[src/rtl/debug_reg_reader.sv]
// rtl/debug_reg_reader.sv - register-bank debug dump, one byte at a time, to the UART TX
//
// Walks bank read port A over registers 0..N_REGS-1, captures each word and
// hands it to the UART transmitter MSB byte first over a start/done handshake.
//
// Ports:
//   i_clock                clock, rising edge
//   i_reset                asynchronous reset, active low
//   i_start                dump request, honoured only when idle
//   o_ctrl_read_debug_reg  1 = bank port A addressed by o_addr_debug_unit
//   o_addr_debug_unit      register address being read
//   i_data_reg_debug_unit  bank port A read data
//   o_tx_start             one-cycle pulse, o_tx_data valid
//   o_tx_data              byte to transmit
//   i_tx_done              UART TX finished the current byte
//   o_busy                 dump in progress
//   o_done                 one-cycle pulse after the last byte is acknowledged

module debug_reg_reader #(
  parameter int NB_DATA  = 32,
  parameter int NB_REG   = 5,
  parameter int N_REGS   = 32,
  parameter int NB_BYTE  = 8,
  parameter int READ_LAT = 1
) (
  input  logic               i_clock,
  input  logic               i_reset,
  input  logic               i_start,
  output logic               o_ctrl_read_debug_reg,
  output logic [NB_REG-1:0]  o_addr_debug_unit,
  input  logic [NB_DATA-1:0] i_data_reg_debug_unit,
  output logic               o_tx_start,
  output logic [NB_BYTE-1:0] o_tx_data,
  input  logic               i_tx_done,
  output logic               o_busy,
  output logic               o_done
);

  localparam int BYTES   = NB_DATA / NB_BYTE;
  localparam int NB_BCNT = (BYTES > 1) ? $clog2(BYTES) : 1;
  localparam int NB_LAT  = (READ_LAT > 1) ? $clog2(READ_LAT) : 1;

  localparam logic [NB_REG-1:0]  REG_LAST  = NB_REG'(N_REGS - 1);
  localparam logic [NB_BCNT-1:0] BYTE_LAST = NB_BCNT'(BYTES - 1);
  localparam logic [NB_LAT-1:0]  LAT_LAST  = NB_LAT'(READ_LAT - 1);

  typedef enum logic [2:0] {
    S_IDLE,
    S_LOAD,
    S_SEND,
    S_WAIT,
    S_DONE
  } state_t;

  state_t               state_q, state_d;
  logic [NB_REG-1:0]    reg_cnt_q, reg_cnt_d;
  logic [NB_LAT-1:0]    lat_cnt_q, lat_cnt_d;
  logic [NB_BCNT-1:0]   byte_cnt_q, byte_cnt_d;
  logic [NB_DATA-1:0]   shreg_q, shreg_d;
  logic                 ctrl_d, tx_start_d, busy_d, done_d;
  logic [NB_REG-1:0]    addr_d;
  logic [NB_BYTE-1:0]   tx_data_d;
  logic [NB_DATA-1:0]   shreg_shift;

  // Next byte to send is the top of the already-shifted word, so o_tx_data
  // can be registered on the same edge the shift happens.
  assign shreg_shift = shreg_q << NB_BYTE;

  always_ff @(posedge i_clock or negedge i_reset) begin
    if (!i_reset) begin
      state_q               <= S_IDLE;
      reg_cnt_q             <= '0;
      lat_cnt_q             <= '0;
      byte_cnt_q            <= '0;
      shreg_q               <= '0;
      o_ctrl_read_debug_reg <= 1'b0;
      o_addr_debug_unit     <= '0;
      o_tx_start            <= 1'b0;
      o_tx_data             <= '0;
      o_busy                <= 1'b0;
      o_done                <= 1'b0;
    end else begin
      state_q               <= state_d;
      reg_cnt_q             <= reg_cnt_d;
      lat_cnt_q             <= lat_cnt_d;
      byte_cnt_q            <= byte_cnt_d;
      shreg_q               <= shreg_d;
      o_ctrl_read_debug_reg <= ctrl_d;
      o_addr_debug_unit     <= addr_d;
      o_tx_start            <= tx_start_d;
      o_tx_data             <= tx_data_d;
      o_busy                <= busy_d;
      o_done                <= done_d;
    end
  end

  // Outputs are computed one cycle ahead so they are registered and line up
  // with the state they belong to (e.g. o_tx_start is high exactly in SEND).
  always_comb begin
    state_d    = state_q;
    reg_cnt_d  = reg_cnt_q;
    lat_cnt_d  = lat_cnt_q;
    byte_cnt_d = byte_cnt_q;
    shreg_d    = shreg_q;
    ctrl_d     = o_ctrl_read_debug_reg;
    addr_d     = o_addr_debug_unit;
    tx_data_d  = o_tx_data;
    busy_d     = o_busy;
    tx_start_d = 1'b0;
    done_d     = 1'b0;

    case (state_q)
      S_IDLE: begin
        if (i_start) begin
          state_d   = S_LOAD;
          reg_cnt_d = '0;
          addr_d    = '0;
          ctrl_d    = 1'b1;
          busy_d    = 1'b1;
          lat_cnt_d = '0;
        end
      end
      S_LOAD: begin
        lat_cnt_d = lat_cnt_q + 1'b1;
        if (lat_cnt_q == LAT_LAST) begin
          shreg_d    = i_data_reg_debug_unit;
          byte_cnt_d = '0;
          tx_start_d = 1'b1;
          tx_data_d  = i_data_reg_debug_unit[NB_DATA-1 -: NB_BYTE];
          state_d    = S_SEND;
        end
      end
      S_SEND: begin
        state_d = S_WAIT;
      end
      S_WAIT: begin
        if (i_tx_done) begin
          if (byte_cnt_q < BYTE_LAST) begin
            shreg_d    = shreg_shift;
            byte_cnt_d = byte_cnt_q + 1'b1;
            tx_start_d = 1'b1;
            tx_data_d  = shreg_shift[NB_DATA-1 -: NB_BYTE];
            state_d    = S_SEND;
          end else if (reg_cnt_q < REG_LAST) begin
            reg_cnt_d = reg_cnt_q + 1'b1;
            addr_d    = reg_cnt_q + 1'b1;
            lat_cnt_d = '0;
            state_d   = S_LOAD;
          end else begin
            done_d  = 1'b1;
            busy_d  = 1'b0;
            ctrl_d  = 1'b0;
            addr_d  = '0;
            state_d = S_DONE;
          end
        end
      end
      S_DONE: begin
        state_d = S_IDLE;
      end
      default: begin
        state_d = S_IDLE;
      end
    endcase
  end

endmodule

[config.mk]
export PLATFORM = sky130hd
export DESIGN_NAME = debug_reg_reader
export DESIGN_NICKNAME = d
export VERILOG_FILES = /design/src/rtl/debug_reg_reader.sv
export SDC_FILE = /design/constraint.sdc
export NUM_CORES = 1
export LEC_CHECK = 0
export CAP_MARGIN = 10
export CORE_MARGIN = 8
export CORE_UTILIZATION = 56
export CTS_BUF_LIST = sky130_fd_sc_hd__clkbuf_2 sky130_fd_sc_hd__clkbuf_4 sky130_fd_sc_hd__clkbuf_8
export CTS_CLUSTER_DIAMETER = 40
export CTS_CLUSTER_SIZE = 12
export DETAILED_ROUTE_END_ITERATION = 10
export GPL_TIMING_DRIVEN = 1
export PLACE_DENSITY = 0.95
export SYNTH_ARGS = -nofsm -noshare
export SYNTH_HDL_FRONTEND = slang
export SYNTH_SLANG_ARGS = --single-unit
[constraint.sdc]
create_clock -name i_clock -period 2.8 [get_ports i_clock]
set_clock_uncertainty 0.2 [all_clocks]
set_input_delay 0.84 -clock i_clock [delete_from_list [all_inputs] [get_ports i_clock]]
set_output_delay 0.84 -clock i_clock [all_outputs]
set_load 0.03 [all_outputs]
==> impl_metrics.json, run 1 <==
{
  "min_period_over_period": 0.8711,
  "hold_violations": 0,
  "cts_setup_buffers": 0,
  "dieHeight_um": 80.50,
  "crit_family": "buffers and inverters",
  "design.die.area_um2": 6480,
  "end_kind": "flop",
  "drtIter0Drc": 170,
  "rsz0062_at_grt": "false",
  "die_x_um": 80.50,
  "syn_avg_cell_area_um2": 9.509,
  "synth.area.mux_share": 0.004834,
  "io_buffer_count": 52,
  "start_util": 0.5824,
  "n_antenna_cell": 0,
  "synth-seq-cells": 51,
  "min_path_type": "flop to flop",
  "syn-num-nets": 283,
  "start_kind": "primary input",
  "tightest_slew_ns": 0.7111,
  "totalWireLength_mm": 5.317,
  "max_clock_freq_mhz": 410.0,
  "htreeDepth": 2,
  "worstPathArrival_ns": 2.47,
  "vias_per_cell": 5.684,
  "clockBufferDepth": 2,
  "status": "complete, no violations",
  "critPathLaunch": "i_tx_done",
  "synth-seq-area-share": 0.5478,
  "core_area_um2": 4000,
  "synthSimpleGateAreaFrac": 0.1987,
  "grt_pass1_vias": 1843,
  "setup_violations": 0,
  "insertion_delay_ns": 0.30,
  "p_leak_nw": 1.278,
  "total_power_mw": 3.220,
  "fin_nets": 329,
  "synthAdderAreaFrac": 0.01074,
  "dp_cells": 334,
  "drv_slew": 0,
  "critPathMaxFanout": 49,
  "hpwl_mm": 3.758,
  "slew_headroom": 0.5253,
  "synthFlopType": "dfrtp_1",
  "drc": 0,
  "routedWlPerCell_um": 15.55,
  "fin_tns_setup_ns": 0,
  "cts_hold_buf": 0,
  "max_stage_delay_ns": 0.54,
  "placed_area_um2": 2843,
  "path_clk_slew_ns": 0.09,
  "final_cell_area_um2": 2932,
  "syn2layout_area_growth_pct": 25.83,
  "cts_root_buffer": "clkbuf_8",
  "vias": 1944,
  "regArea_um2": 1276,
  "p_per_area_nw_per_um2": 1098,
  "stdcell_count": 342,
  "fill_cells": 297,
  "async_reset_ff_frac": 1.000,
  "num_rows": 23,
  "cts_resized": 0,
  "drt_first_pass_iters": 4,
  "ant_nets": 0,
  "drive_gt1_frac": 0.08904,
  "synth-compound-area-share": 0.1810,
  "worstPathRequired_ns": 2.83,
  "drv_cap": 0,
  "r2r-start": "byte_cnt_q[0]",
  "critPathBufInv": 2,
  "synth_top_family_by_area": "simple AND/OR/NAND/NOR gates",
  "syn_area_um2": 2330,
  "synth_xor_area_frac": 0.01128,
  "gp_congestion": 0.8120,
  "grt_use_total": 0.1716,
  "grt_pass1_wl_mm": 8.694,
  "worstPathCellList": "clkdlybuf4s50_1, and3b_1, o21bai_1, inv_2, nor2_1, a31oi_1",
  "fin_crit_ns": 2.439,
  "io_pins": 53,
  "antenna_found_initial": 0,
  "crit_type": "primary input to flop",
  "synth_edf_count": 0,
  "hold_start": "o_addr_debug_unit[3]",
  "cts_made_buffers": 5,
  "synth_cell_types": 38,
  "hold_slack_ns": 0.2785,
  "cts_tree": "done",
  "grt_start_max_net_pins": 52,
  "multi_input_area_um2": 947.2,
  "crit_slowest_cell": "inv_2",
  "grt_overflow": 0,
  "clkSinkCount": 51,
  "vdd_drop_max_uv": 644.5,
  "synth_cells": 245,
  "synth_warnings": 0
}
-- worst min-delay path, cell delays in order, from the launching register on --
cell and delay [ns]:
dfrtp_1 0.35, nand2_1 0.05, o31ai_1 0.05
-- cell families after synthesis --
logic type                 after synthesis
buffers and inverters                   19
AOI/OAI and AO/OA                       59
xor gates and xnor gates                 3
and+or+nand+nor                        110
adders and majority gates                2
muxes                                    1
DFF                                     51
-- where the power goes --
part           switching (mW)  total, mW  internal [mW]
clock                   0.237      0.422          0.185
sequential              0.205       1.25           1.04
combinational           0.919       1.55          0.630
-- stage by stage --
stage / util / worst slack (ns)
after floorplan: - / 0.7228
after global placement: 0.7107 / 0.1531
after detailed placement: 0.7107 / 0.04322
after CTS: 0.7329 / 0.3612
after global routing: 0.7329 / 0.1650
final: 0.7329 / 0.3608
-- metal layers --
layer	routed length, um	vias to the layer above	track usage
met5	0	-	0
li1	-	939	-
met1	2182	931	0.1996
met4	92	0	0.06182
met2	2693	66	0.2911
met3	348	8	0.05022
-- synthesized netlist by cell type (2+ instances only) --
cell type | count | share of area
nand2_1 | 61 | 0.098
dfrtp_1 | 51 | 0.55
nor2_1 | 28 | 0.045
a31oi_1 | 25 | 0.067
a22o_1 | 9 | 0.034
buf_2 | 7 | 0.015
clkbuf_1 | 7 | 0.011
a21oi_1 | 6 | 0.013
nor3_1 | 6 | 0.013
o31ai_1 | 4 | 0.013
buf_6 | 3 | 0.014
nand3_1 | 3 | 0.0064
xnor2_1 | 3 | 0.011
a31o_2 | 2 | 0.0075
and3_1 | 2 | 0.0054
ha_1 | 2 | 0.011
nand2b_1 | 2 | 0.0054
nand4_1 | 2 | 0.0054
o21ai_0 | 2 | 0.0043
or2_2 | 2 | 0.0054
-- cell type report --
class / instances / share of cell area
clock buffer: 6 / 0.02604
clock inverter: 2 / 0.004268
inverter: 1 / 0.001280
multi-input combinational: 175 / 0.3231
sequential: 51 / 0.4353
tap: 50 / 0.02134
timing repair buffer: 57 / 0.1886
-- cells in the final DEF (no fill, tap or decap), types with 2 or more instances in the layout --
cell type and instances:
buf_4 5, clkbuf_8 5, a31oi_1 25, or2_2 2, xnor2_1 3, dfrtp_1 51, a31o_2 2, nand2_1 61
clkdlybuf4s50_1 51, a21oi_1 6, nor2_1 28, o31ai_1 4, a22o_1 9, o21ai_0 2, nand2b_1 2, nor3_1 6
and3_1 2, ha_1 2, nand3_1 3, nand4_1 2
-- flip-flops by register name, indices dropped and copies added (netlist names) --
name,flops
o_busy,1
lat_cnt_q,1
shreg_q,24
o_addr_debug_unit,5
byte_cnt_q,2
state_q,3
reg_cnt_q,5
o_tx_start,1
o_tx_data,8
o_done,1
-- path summary, 6_finish.rpt --
check | end | slack (ns) | depth (start not counted)
max reg2reg | shreg_q[23] | 0.65 | 6
max | shreg_q[23] | 0.36 | 6
min | o_addr_debug_unit[3] | 0.28 | 2
min reg2reg | o_addr_debug_unit[3] | 0.28 | 2
max in group asynchronous | o_done | 1.54 | 2
min in group asynchronous | o_tx_data[0] | 0.43 | 2
No activity file was read; power rests on OpenSTA's default activity.
==> inputs of run 2 (changes only) <==
Settings changed: RECOVER_POWER set to 50.
==> run 2 against run 1 <==
Against the previous run: hold slack about the same; via count decreased by 0.51%; cell area decreased by 0.34%; maximum frequency decreased by 3.2%; die area unchanged; global-route usage unchanged; power decreased by 0.19%; sequential share of layout area increased by 0.15 points; highest routed layer unchanged.
==> impl_metrics.json, run 2 (synthesis gave the netlist of run 1 again) <==
{
  "status": "complete, no violations",
  "htreeDepth": 2,
  "start_util": 0.5824,
  "dr_wl_met2_mm": 2.724,
  "hold_violations": 0,
  "vias": 1934,
  "highest-signal-layer": "met4",
  "fin_tns_setup_ns": 0,
  "drt_first_pass_iters": 4,
  "core_area_um2": 4000,
  "grt_use_total": 0.1716,
  "cp-endpoint": "shreg_q[23]",
  "max_stage_delay_ns": 0.56,
  "worstPathArrival_ns": 2.55,
  "grt_overflow": 0,
  "crit_type": "primary input to flop",
  "grt_pass1_wl_mm": 8.694,
  "swShare": 0.4240,
  "internal_power_mw": 1.851,
  "critPathMaxFanout": 49,
  "clkSinkCount": 51,
  "grt_pass1_vias": 1843,
  "ant_nets": 0,
  "setup_violations": 0,
  "top_regs": "shreg_q (24), o_tx_data (8)",
  "largest_register_ffs": 24,
  "p_seq_frac": 0.388,
  "max_clock_freq_mhz": 397.0,
  "cts_setup_buffers": 0,
  "reg2reg_depth": 6,
  "grt_start_max_net_pins": 52,
  "regArea_um2": 1276,
  "critPathLaunch": "i_tx_done",
  "cts_root_buffer": "clkbuf_8",
  "clkPwrFrac": 0.132,
  "cts_tree": "done",
  "drt-met1-wl_mm": 2.162,
  "cts_resized": 0,
  "cts_hold_buf": 0,
  "vdd_drop_max_uv": 644.4,
  "num_rows": 23,
  "rsz0062_at_grt": "false",
  "worstPathCellList": "dlygate4sd3_1, and3b_1, o21bai_1, inv_2, nor2_1, a31oi_1",
  "fin_crit_ns": 2.519,
  "drive_gt1_frac": 0.08219,
  "drv_slew": 0,
  "vias_per_cell": 5.655,
  "slew_headroom": 0.1787,
  "p_per_area_nw_per_um2": 1100,
  "final_common_cell": "nand2_1",
  "design.die.area_um2": 6480,
  "dp_cells": 334,
  "routedWlPerCell_um": 15.59,
  "tightest_slew_ns": 1.232,
  "end_kind": "flop",
  "drv_cap": 0,
  "p_leak_nw": 1.271,
  "insertion_delay_ns": 0.30,
  "critPathBufInv": 2,
  "route.met3.wl_um": 351,
  "stdcell_count": 342,
  "syn2layout_area_growth_pct": 25.40,
  "cts_made_buffers": 5,
  "p_sw_mw": 1.363,
  "totalWireLength_mm": 5.331,
  "hold_slack_ns": 0.2784,
  "clockBufferDepth": 2,
  "crit_cells": 6,
  "drtIter0Drc": 165,
  "io_pins": 53,
  "die_x_um": 80.50,
  "crit_family": "buffers and inverters",
  "hpwl_mm": 3.758,
  "crit_slowest_cell": "dlygate4sd3_1",
  "dieHeight_um": 80.50,
  "min_period_over_period": 0.8996,
  "layout_common_cells": "nand2_1 (61), dfrtp_1 (51), clkdlybuf4s50_1 (50)",
  "start_kind": "primary input",
  "min_path_type": "flop to flop",
  "regMostFlops": "shreg_q",
  "r2r-end": "shreg_q[23]",
  "antenna_found_initial": 0,
  "n_antenna_cell": 0,
  "combPwrFrac": 0.480,
  "drc": 0,
  "regToRegSetupSlack_ns": 0.64,
  "fin_nets": 329,
  "worstPathRequired_ns": 2.83,
  "path_clk_slew_ns": 0.09,
  "r2r-start": "byte_cnt_q[0]",
  "gp_congestion": 0.8120,
  "fill_cells": 300,
  "multi_input_area_um2": 947.2,
  "io_buffer_count": 52
}
-- run 2: final cells by class --
cell class,instances,share of cell area
clock buffer,6,0.02612
clock inverter,2,0.004283
inverter,1,0.001285
multi-input combinational,175,0.3242
sequential,51,0.4368
tap,50,0.02141
timing repair buffer,57,0.1859
-- run 2: power groups by stage --
stage / clock network [mW] / registers, mW / logic [mW]
final: 0.423 / 1.25 / 1.54
after global routing: 0.465 / 1.29 / 1.71
after CTS: 0.429 / 1.25 / 1.56
after detailed placement: 0 / 1.26 / 1.56
after global placement: 0 / 1.24 / 1.48
after floorplan: 0 / 1.39 / 0.972
-- run 2: worst min-delay path by stage --
stage | cells past startpoint | slack, ns | start | to
after floorplan | 1 | 0.27 | shreg_q[0] | shreg_q[0]
after global placement | 2 | 0.26 | o_addr_debug_unit[3] | o_addr_debug_unit[3]
after detailed placement | 2 | 0.27 | o_addr_debug_unit[0] | o_addr_debug_unit[0]
after CTS | 2 | 0.29 | o_addr_debug_unit[0] | o_addr_debug_unit[0]
after global routing | 2 | 0.31 | o_addr_debug_unit[0] | o_addr_debug_unit[0]
final | 2 | 0.28 | o_addr_debug_unit[3] | o_addr_debug_unit[3]
-- run 2: metal layers --
layer / GRT usage / vias up
met3: 0.05022 / 8
met1: 0.1996 / 927
met5: 0 / -
met4: 0.06182 / 0
li1: - / 940
met2: 0.2911 / 59
-- run 2: worst min-delay path: cells and delay by family (launching register included) --
family	cells	cell delay [ns]
DFF	1	0.35
and+or+nand+nor	1	0.05
AOI/OAI and AO/OA	1	0.05
-- run 2: stage by stage --
stage / setup slack (ns) / cell area (um^2) / utilization / power (mW)
6_report: 0.2812 / 2922 / 0.7304 / 3.214
5_1_grt: 0.09940 / 2922 / 0.7304 / 3.464
4_1_cts: 0.3612 / 2932 / 0.7329 / 3.240
3_5_place_dp: 0.04322 / 2843 / 0.7107 / 2.816
3_3_place_gp: 0.1531 / 2843 / 0.7107 / 2.720
2_1_floorplan: 0.7228 / 2330 / - / 2.364
==> inputs of run 3 (changes only) <==
Settings changed: CTS_CLUSTER_SIZE 12 to not set.
==> results of run 3 <==
The final DEF is identical to that of run 2; final timing and power are the same.
